### config.mk
export PLATFORM = sky130hd
export DESIGN_NAME = sprite_renderer_n
export DESIGN_NICKNAME = d
export VERILOG_FILES = /design/src/rtl/sprite_renderer_n.sv
export SDC_FILE = /design/constraint.sdc
export NUM_CORES = 1
export LEC_CHECK = 0
export ABC_AREA = 1
export CAP_MARGIN = 0
export CORE_MARGIN = 4
export CORE_UTILIZATION = 60
export CTS_BUF_LIST = sky130_fd_sc_hd__clkbuf_8
export DETAILED_ROUTE_END_ITERATION = 10
export PLACE_DENSITY_LB_ADDON = 0.05
export SYNTH_ARGS = -nofsm -noshare
export SYNTH_HDL_FRONTEND = slang
export SYNTH_SLANG_ARGS = --single-unit
### constraint.sdc
create_clock -name clock -period 9.6 [get_ports clock]
set_clock_uncertainty 0.05 [all_clocks]
set_input_delay 1.92 -clock clock [delete_from_list [all_inputs] [get_ports clock]]
set_output_delay 1.92 -clock clock [all_outputs]
set_load 0.05 [all_outputs]
### src/rtl/sprite_renderer_n.sv
// Tile-sprite renderer: erases each sprite at its last-drawn tile, then redraws it from the sprite ROM at its new tile.
// Erase pixels are registered on the counter edge; draw pixels one edge later, after the ROM read.
module sprite_renderer_n #(
    parameter int              NUM_SPRITES = 4,
    parameter int              TILE        = 5,
    parameter int              GX_W        = 5,
    parameter int              GY_W        = 4,
    parameter int              VX_W        = 8,
    parameter int              VY_W        = 7,
    parameter int              COLOR_W     = 12,
    parameter int              SCREEN_W    = 160,
    parameter int              SCREEN_H    = 120,
    parameter logic [COLOR_W-1:0] KEY_COLOR = 12'hF0F,
    localparam int             AW          = $clog2(NUM_SPRITES*TILE*TILE)
) (
    input  logic                        clock,
    input  logic                        resetn,
    input  logic                        start,
    output logic                        busy,
    output logic                        done,
    input  logic [NUM_SPRITES-1:0]      sprite_en,
    input  logic [NUM_SPRITES*GX_W-1:0] sprite_gx,
    input  logic [NUM_SPRITES*GY_W-1:0] sprite_gy,
    input  logic [COLOR_W-1:0]          bg_color,
    output logic [AW-1:0]               rom_addr,
    input  logic [COLOR_W-1:0]          rom_q,
    output logic [VX_W-1:0]             vga_x,
    output logic [VY_W-1:0]             vga_y,
    output logic [COLOR_W-1:0]          vga_color,
    output logic                        vga_plot
);

    localparam int IW = (NUM_SPRITES > 1) ? $clog2(NUM_SPRITES) : 1;
    localparam int CW = (TILE > 1) ? $clog2(TILE) : 1;

    localparam logic [IW-1:0]   LP_LAST_IDX = IW'(NUM_SPRITES - 1);
    localparam logic [CW-1:0]   LP_TM1      = CW'(TILE - 1);
    localparam logic [VX_W:0]   LP_TX       = (VX_W+1)'(TILE);
    localparam logic [VY_W:0]   LP_TY       = (VY_W+1)'(TILE);
    localparam logic [VX_W:0]   LP_SW       = (VX_W+1)'(SCREEN_W);
    localparam logic [VY_W:0]   LP_SH       = (VY_W+1)'(SCREEN_H);
    localparam logic [AW-1:0]   LP_TT       = AW'(TILE*TILE);
    localparam logic [AW-1:0]   LP_TA       = AW'(TILE);

    typedef enum logic [2:0] {
        S_IDLE  = 3'd0,
        S_ERASE = 3'd1,
        S_DRAW  = 3'd2,
        S_FLUSH = 3'd3,
        S_DONE  = 3'd4
    } state_t;

    state_t r_state, w_next;

    logic [IW-1:0]               r_idx;
    logic [CW-1:0]               r_dx, r_dy;
    logic [NUM_SPRITES-1:0]      r_cur_en, r_prev_valid;
    logic [NUM_SPRITES*GX_W-1:0] r_cur_gx, r_prev_gx;
    logic [NUM_SPRITES*GY_W-1:0] r_cur_gy, r_prev_gy;
    logic                        r_busy, r_done;
    logic [VX_W-1:0]             r_vga_x;
    logic [VY_W-1:0]             r_vga_y;
    logic [COLOR_W-1:0]          r_vga_color;
    logic                        r_vga_plot;
    logic                        r_p_act, r_p_clip;
    logic [VX_W-1:0]             r_p_x;
    logic [VY_W-1:0]             r_p_y;

    logic            w_slot_act, w_tile_end, w_last_slot, w_clip;
    logic [GX_W-1:0] w_gx;
    logic [GY_W-1:0] w_gy;
    logic [VX_W:0]   w_px;
    logic [VY_W:0]   w_py;
    logic            w_snap, w_commit, w_erase_pix, w_draw_pix, w_count;

    // Erase walks the previous frame's tiles, draw walks the snapshot.
    assign w_slot_act  = (r_state == S_ERASE) ? r_prev_valid[r_idx] : r_cur_en[r_idx];
    assign w_gx        = (r_state == S_ERASE) ? r_prev_gx[r_idx*GX_W +: GX_W] : r_cur_gx[r_idx*GX_W +: GX_W];
    assign w_gy        = (r_state == S_ERASE) ? r_prev_gy[r_idx*GY_W +: GY_W] : r_cur_gy[r_idx*GY_W +: GY_W];
    assign w_tile_end  = !w_slot_act || ((r_dx == LP_TM1) && (r_dy == LP_TM1));
    assign w_last_slot = w_tile_end && (r_idx == '0);

    assign w_px   = (VX_W+1)'(w_gx) * LP_TX + (VX_W+1)'(r_dx);
    assign w_py   = (VY_W+1)'(w_gy) * LP_TY + (VY_W+1)'(r_dy);
    assign w_clip = (w_px >= LP_SW) || (w_py >= LP_SH);

    assign rom_addr = AW'(r_idx) * LP_TT + AW'(r_dy) * LP_TA + AW'(r_dx);

    always_ff @(posedge clock or negedge resetn) begin
        if (!resetn) r_state <= S_IDLE;
        else         r_state <= w_next;
    end

    always_comb begin
        w_next = r_state;
        case (r_state)
            S_IDLE:  if (start) w_next = S_ERASE;
            S_ERASE: if (w_last_slot) w_next = S_DRAW;
            S_DRAW:  if (w_last_slot) w_next = S_FLUSH;
            S_FLUSH: w_next = S_DONE;
            S_DONE:  w_next = S_IDLE;
            default: w_next = S_IDLE;
        endcase
    end

    always_comb begin
        w_snap      = 1'b0;
        w_commit    = 1'b0;
        w_erase_pix = 1'b0;
        w_draw_pix  = 1'b0;
        w_count     = 1'b0;
        case (r_state)
            S_IDLE:  w_snap = start;
            S_ERASE: begin w_count = 1'b1; w_erase_pix = w_slot_act; end
            S_DRAW:  begin w_count = 1'b1; w_draw_pix  = w_slot_act; end
            S_DONE:  w_commit = 1'b1;
            default: ;
        endcase
    end

    // dx is the fast counter; the sprite index wraps to the top between passes.
    always_ff @(posedge clock or negedge resetn) begin
        if (!resetn) begin
            r_idx <= LP_LAST_IDX;
            r_dx  <= '0;
            r_dy  <= '0;
        end else if (!w_count) begin
            r_idx <= LP_LAST_IDX;
            r_dx  <= '0;
            r_dy  <= '0;
        end else if (w_tile_end) begin
            r_idx <= (r_idx == '0) ? LP_LAST_IDX : r_idx - 1'b1;
            r_dx  <= '0;
            r_dy  <= '0;
        end else if (r_dx == LP_TM1) begin
            r_dx <= '0;
            r_dy <= r_dy + 1'b1;
        end else begin
            r_dx <= r_dx + 1'b1;
        end
    end

    always_ff @(posedge clock or negedge resetn) begin
        if (!resetn) begin
            r_cur_en     <= '0;
            r_cur_gx     <= '0;
            r_cur_gy     <= '0;
            r_prev_valid <= '0;
            r_prev_gx    <= '0;
            r_prev_gy    <= '0;
            r_busy       <= 1'b0;
            r_done       <= 1'b0;
        end else begin
            r_done <= w_commit;
            if (w_snap) begin
                r_cur_en <= sprite_en;
                r_cur_gx <= sprite_gx;
                r_cur_gy <= sprite_gy;
                r_busy   <= 1'b1;
            end
            if (w_commit) begin
                r_prev_valid <= r_cur_en;
                r_prev_gx    <= r_cur_gx;
                r_prev_gy    <= r_cur_gy;
                r_busy       <= 1'b0;
            end
        end
    end

    // Draw pixels wait one cycle in r_p_* for rom_q; FLUSH drains the last one.
    always_ff @(posedge clock or negedge resetn) begin
        if (!resetn) begin
            r_p_act     <= 1'b0;
            r_p_clip    <= 1'b0;
            r_p_x       <= '0;
            r_p_y       <= '0;
            r_vga_x     <= '0;
            r_vga_y     <= '0;
            r_vga_color <= '0;
            r_vga_plot  <= 1'b0;
        end else begin
            r_p_act  <= w_draw_pix;
            r_p_clip <= w_clip;
            r_p_x    <= w_px[VX_W-1:0];
            r_p_y    <= w_py[VY_W-1:0];
            if (w_erase_pix) begin
                r_vga_x     <= w_px[VX_W-1:0];
                r_vga_y     <= w_py[VY_W-1:0];
                r_vga_color <= bg_color;
                r_vga_plot  <= !w_clip;
            end else if (r_p_act) begin
                r_vga_x     <= r_p_x;
                r_vga_y     <= r_p_y;
                r_vga_color <= rom_q;
                r_vga_plot  <= !r_p_clip && (rom_q != KEY_COLOR);
            end else begin
                r_vga_plot  <= 1'b0;
            end
        end
    end

    assign busy      = r_busy;
    assign done      = r_done;
    assign vga_x     = r_vga_x;
    assign vga_y     = r_vga_y;
    assign vga_color = r_vga_color;
    assign vga_plot  = r_vga_plot;

endmodule
==> results.yml, run 1 <==
yosys:
  yosysSeqAreaShare: 0.4889
  synth_top_family_by_area: "simple AND/OR/NAND/NOR gates"
  synth_simple_gate_area_frac: 0.1802
  synth-compound-area-share: 0.1342
  ys_ff_latch: 138
  syn-num-nets: 940
  synth_adder_area_share: 0.09842
  yosysWarnings: 0
  avgSynthCellArea_um2: 8.609
  synth_cells: 821
  synthesis.area_um2: 7068
  ys_types: 33
  synth_xor_area_frac: 0.009913
  muxShareOfSynthArea: 0.01275
setup_path:
  cp-start-kind: "flop"
  required_ns: 7.63
  slowest_stage: "dfstp_2"
  crit_type: "reg2out"
  r2r-end: "vga_plot"
  r2r_start: "r_state[1]"
  r2r_setup_slack_ns: 5.39
  crit_fanout: 28
  rr_worst_depth: 18
  crit_family: "adder cells"
  cp-endpoint: "rom_addr[6]"
  path_depth: 9
  startpoint: "r_idx[0]"
  cp-end-kind: "output pin"
  worstPathArrival_ns: 4.40
  path_common_cell: "ha_1"
  critical-path-max-stage-delay_ns: 0.96
  crit_chain: "inv_2 > ha_1 > ha_1 > ha_1 > ha_1 > nand2_1 > o21ai_0 > xnor2_1 > clkdlybuf4s50_1"
  critPathBufInv: 2
floorplan:
  chipWidth_um: 116.5
  die_h_um: 116.5
  initial_core_util: 0.6164
  core-area_um2: 11470
  die-area_um2: 13580
  ioPinCount: 104
  placementRows: 39
clocking:
  htree_levels: 4
  cts_made_buffers: 17
  cts_hold_buf: 0
  clk_latency_ns: 0.45
  cts_resized: 0
  clock_sinks: 138
  clockBufferDepth: 2
  cts_tree: "done"
  cts_root_buffer: "clkbuf_8"
  cts.reportedPaths.clkPinSlew_ns: 0.08
  post_cts_buffers: 0
finish:
  mostFrequentLayoutCells: "nand2_1 (174), dfrtp_1 (136), clkdlybuf4s50_1 (102), a21oi_1 (85), inv_1 (79)"
  layout-drive-gt1-share: 0.06638
  antenna_cells: 0
  final_common_cell: "nand2_1"
  syn_to_final_growth_pct: 22.45
  fin_nets: 1025
placement:
  io_buffer_count: 103
  dpl.hpwl_mm: 11.10
  gp_congestion: 0.9056
worst_hold_path:
  min_path_type: "reg2reg"
drt:
  first_pass_iters: 5
  drc: 0
  postRouteAntennaNets: 0
  post_drt_wl_per_cell_um: 15.29
  viasPerCell: 5.547
  vias: 5891
  routed_wl_mm: 16.24
  drtIter0Drc: 391
sta:
  min_period_ns: 6.367
  final_hold_viol_count: 0
  min_period_over_period: 0.6632
  setup-violations-final: 0
  slew_headroom: 0.3346
  tightestPinTransition_ns: 0.9967
  whs_ns: 0.4316
  rsz0062_at_grt: "false"
  fmax_mhz: 157.1
  fin_setup_tns_ns: 0
  slew_violations: 0
grt:
  grt_max_degree: 77
  grt_pass1_wl_mm: 26.75
  grt_pass1_vias: 5884
  gr-usage-all-layers: 0.2490
  antenna_found_initial: 0
  overflow: 0
job:
  cap_viol_max_count: 0
run_status:
  outcome: "finished clean"
[Yosys cell counts]
master | n | share of area
and2_1 | 1 | 0.00089
buf_6 | 4 | 0.0064
buf_4 | 2 | 0.0021
nor3_1 | 2 | 0.0014
buf_2 | 16 | 0.011
nand3_1 | 47 | 0.033
nor4_1 | 2 | 0.0018
nand4_1 | 3 | 0.0027
nor2_1 | 55 | 0.029
o21ai_1 | 45 | 0.032
buf_1 | 1 | 0.00053
nand3_2 | 4 | 0.0057
clkbuf_1 | 17 | 0.0090
xor2_1 | 4 | 0.0050
nand2_4 | 1 | 0.0016
a21oi_1 | 85 | 0.060
ha_1 | 46 | 0.081
mux2_2 | 6 | 0.0096
or2_2 | 1 | 0.00089
inv_1 | 79 | 0.042
or2_1 | 1 | 0.00089
o211ai_1 | 3 | 0.0032
dfrtp_1 | 136 | 0.48
o21ai_0 | 55 | 0.039
dfstp_2 | 2 | 0.0074
inv_2 | 8 | 0.0042
fa_1 | 6 | 0.017
nand3b_1 | 6 | 0.0064
nand2_1 | 174 | 0.092
nor3_2 | 1 | 0.0014
xnor2_1 | 4 | 0.0050
nor2_2 | 2 | 0.0018
mux2_1 | 2 | 0.0032
[worst register-to-register path, delay by kind of cell (launching register included)]
kind	cells	cell delay, ns
and+or+nand+nor	10	1.29
adders and majority gates	3	1.05
buffers and inverters	3	0.98
AOI/OAI and AO/OA	2	0.31
DFF	1	0.45
[state kept, by name (all words and copies together), names as in the netlist, 7 cells and up]
| name | cells |
|---|---|
| r_cur_gy | 16 |
| vga_y | 7 |
| r_p_x | 8 |
| r_prev_gy | 16 |
| vga_x | 8 |
| r_cur_gx | 20 |
| r_prev_gx | 20 |
| r_p_y | 7 |
| vga_color | 12 |
[stage by stage]
| step | worst slack (ns) | cells | utilization | area [µm²] |
|---|---|---|---|---|
| 2_1_floorplan | 4.339 | 821 | - | 7068 |
| 3_3_place_gp | 3.871 | 1030 | 0.7058 | 8094 |
| 3_5_place_dp | 3.768 | 1030 | 0.7058 | 8094 |
| 4_1_cts | 3.262 | 1062 | 0.7547 | 8655 |
| 5_1_grt | 3.011 | 1062 | 0.7547 | 8655 |
| 6_report | 3.233 | 1062 | 0.7547 | 8655 |
[layout make-up]
| class | count | area, µm² |
|---|---|---|
| Sequential cell | 138 | 3456 |
| Multi-Input combinational cell | 556 | 3078 |
| Fill cell | 860 | 2813 |
| Timing Repair Buffer | 106 | 1055 |
| Inverter | 87 | 326.6 |
| Clock buffer | 22 | 302.8 |
| Clock inverter | 10 | 257.7 |
| Tap cell | 143 | 178.9 |
[how the worst min path moves through the flow]
stage / startpoint / end / cells after the start
5_1_grt: r_prev_gx[2] / r_prev_gx[2] / 2
3_5_place_dp: r_prev_gx[7] / r_prev_gx[7] / 2
2_1_floorplan: r_prev_gx[2] / r_prev_gx[2] / 2
4_1_cts: r_prev_gx[2] / r_prev_gx[2] / 2
3_3_place_gp: r_prev_gx[2] / r_prev_gx[2] / 2
6_report: r_prev_gx[9] / r_prev_gx[9] / 2
[logic make-up after synthesis]
| logic type | Yosys count |
|---|---|
| and+or+nand+nor | 300 |
| buffers and inverters | 127 |
| xor gates and xnor gates | 8 |
| muxes | 8 |
| AOI/OAI and AO/OA | 188 |
| DFF | 138 |
| adders and majority gates | 52 |
[layer usage]
layer / wire length (µm) / track usage / up-vias
met5: 0 / 0 / -
met1: 6767 / 0.3039 / 2769
met4: 414 / 0.1193 / 0
met2: 7987 / 0.4207 / 220
li1: - / - / 2854
met3: 1072 / 0.05492 / 48
Power of run 1 is not shown: default switching activity piles up to over one toggle a cycle in this logic, so the estimate is an artifact.
==> run 2: changes to the inputs <==
--- a/config.mk
+++ b/config.mk
@@ -8,7 +8,7 @@
 export ABC_AREA = 1
 export CAP_MARGIN = 0
 export CORE_MARGIN = 4
-export CORE_UTILIZATION = 60
+export CORE_UTILIZATION = 51
 export CTS_BUF_LIST = sky130_fd_sc_hd__clkbuf_8
 export DETAILED_ROUTE_END_ITERATION = 10
 export PLACE_DENSITY_LB_ADDON = 0.05
==> constraint.sdc (replaced) <==
create_clock -name clock -period 5.3 [get_ports clock]
set_clock_uncertainty 0.05 [all_clocks]
set_input_delay 1.06 -clock clock [delete_from_list [all_inputs] [get_ports clock]]
set_output_delay 1.06 -clock clock [all_outputs]
set_load 0.05 [all_outputs]
==> run 2 against run 1 <==
Compared with the run above: critical path depth did not move; sequential share of layout area rose by 0.72 points; routed wire length fell by 5.9%; utilization fell by 12 points; final cell count rose by 3.0%; count of clock-buffer cells in the layout fell by 2; setup slack got worse by 3.0 ns; sequential cell count did not move.
==> results.yml, run 2 (same netlist as run 1, synthesis figures left out) <==
finish:
  top_regs: "r_cur_gx: 20 flops, r_prev_gx: 20 flops"
  fill_cells: 1175
  layout-drive-gt1-share: 0.06100
  ff_latch_area_um2: 3456
  fin_nets: 1029
  syn_to_final_growth_pct: 20.27
  design_area_um2: 8501
  mostFrequentLayoutCells: "nand2_1 (174), dfrtp_1 (136), clkdlybuf4s50_1 (101), a21oi_1 (85), inv_1 (83)"
  antenna_cells: 0
  multi_input_area_um2: 3078
  final_common_cell: "nand2_1"
setup_path:
  crit_type: "reg2out"
  cp-start-kind: "flop"
  cp-end-kind: "output pin"
  crit_fanout: 17
  required_ns: 4.19
  worstPathArrival_ns: 3.93
run_status:
  outcome: "finished clean"
clocking:
  clk_latency_ns: 0.43
  cts_resized: 0
  cts_made_buffers: 17
  cts_root_buffer: "clkbuf_8"
  post_cts_buffers: 0
  cts_hold_buf: 0
  cts.reportedPaths.clkPinSlew_ns: 0.07
  htree_levels: 4
  cts_tree: "done"
  clockBufferDepth: 2
  clock_sinks: 138
grt:
  antenna_found_initial: 0
  grt_pass1_vias: 5534
  grt_pass1_wl_mm: 26.34
  overflow: 0
  gr-usage-all-layers: 0.2012
  grt_max_degree: 94
floorplan:
  ioPinCount: 104
  die-area_um2: 15810
  chipWidth_um: 125.7
  die_h_um: 125.7
  initial_core_util: 0.5275
  placementRows: 42
  core-area_um2: 13400
sta:
  fin_setup_tns_ns: 0
  slew_violations: 0
  tightestPinTransition_ns: 0.9651
  final_hold_viol_count: 0
  rsz0062_at_grt: "false"
  min_period_ns: 5.041
  fmax_mhz: 198.4
  slew_headroom: 0.3557
  setup-violations-final: 0
  min_period_over_period: 0.9512
drt:
  drc: 0
  wl_met1_mm: 6.979
  routed_wl_mm: 15.28
  met3WireLength_um: 785
  vias: 5661
  viasPerCell: 5.175
  first_pass_iters: 5
  postRouteAntennaNets: 0
  highest-signal-layer: "met4"
  drtIter0Drc: 368
  post_drt_wl_per_cell_um: 13.97
  dr_wl_met2_mm: 7.417
placement:
  dpl.hpwl_mm: 10.77
  gp_congestion: 0.8763
  place_area_um2: 8165
  io_buffer_count: 103
worst_hold_path:
  min_path_type: "reg2reg"
job:
  cap_viol_max_count: 0
[run 2: worst paths after layout]
path / from / endpoint / slack, ns / cells after the start
worst max-delay path: r_idx[1] / rom_addr[5] / 0.26 / 9
worst min-delay path: r_prev_gx[7] / r_prev_gx[7] / 0.42 / 2
worst max register to register: r_state[1] / vga_plot / 1.15 / 20
worst min register to register: r_prev_gx[7] / r_prev_gx[7] / 0.42 / 2
max in group asynchronous: resetn / vga_color[3] / 3.41 / 2
min in group asynchronous: resetn / vga_x[2] / 0.63 / 1
[run 2: metal layers]
layer	vias up	track usage
met5	-	0
met4	0	0.06250
met3	10	0.04657
met2	114	0.3225
met1	2680	0.2740
li1	2857	-
[run 2: layout make-up]
type                            count  share of cell area
Sequential cell                   138              0.4065
Timing Repair Buffer              110              0.1279
Multi-Input combinational cell    556              0.3621
Tap cell                          176             0.02591
Clock inverter                      7            0.006771
Clock buffer                       20             0.03238
Inverter                           87             0.03842
[run 2: worst max-delay path: stages, from the launching register on]
cell	delay (ns)
dfstp_2	0.76
inv_2	0.23
ha_1	0.35
ha_1	0.30
ha_1	0.30
ha_1	0.35
a21oi_1	0.18
nand2_1	0.08
xor2_1	0.12
clkdlybuf4s50_1	0.81
[run 2: through the flow]
step	std cells	setup slack, ns	utilization	hold slack [ns]
after detailed placement	1067	0.6024	0.6093	0.4083
after floorplan	821	0.8990	-	0.3922
after global placement	1067	0.6660	0.6093	0.4062
final	1094	0.2586	0.6344	0.4229
after global routing	1094	0.04377	0.6344	0.4558
after CTS	1094	0.1104	0.6342	0.4261
Power of run 2 is left out for the same reason.
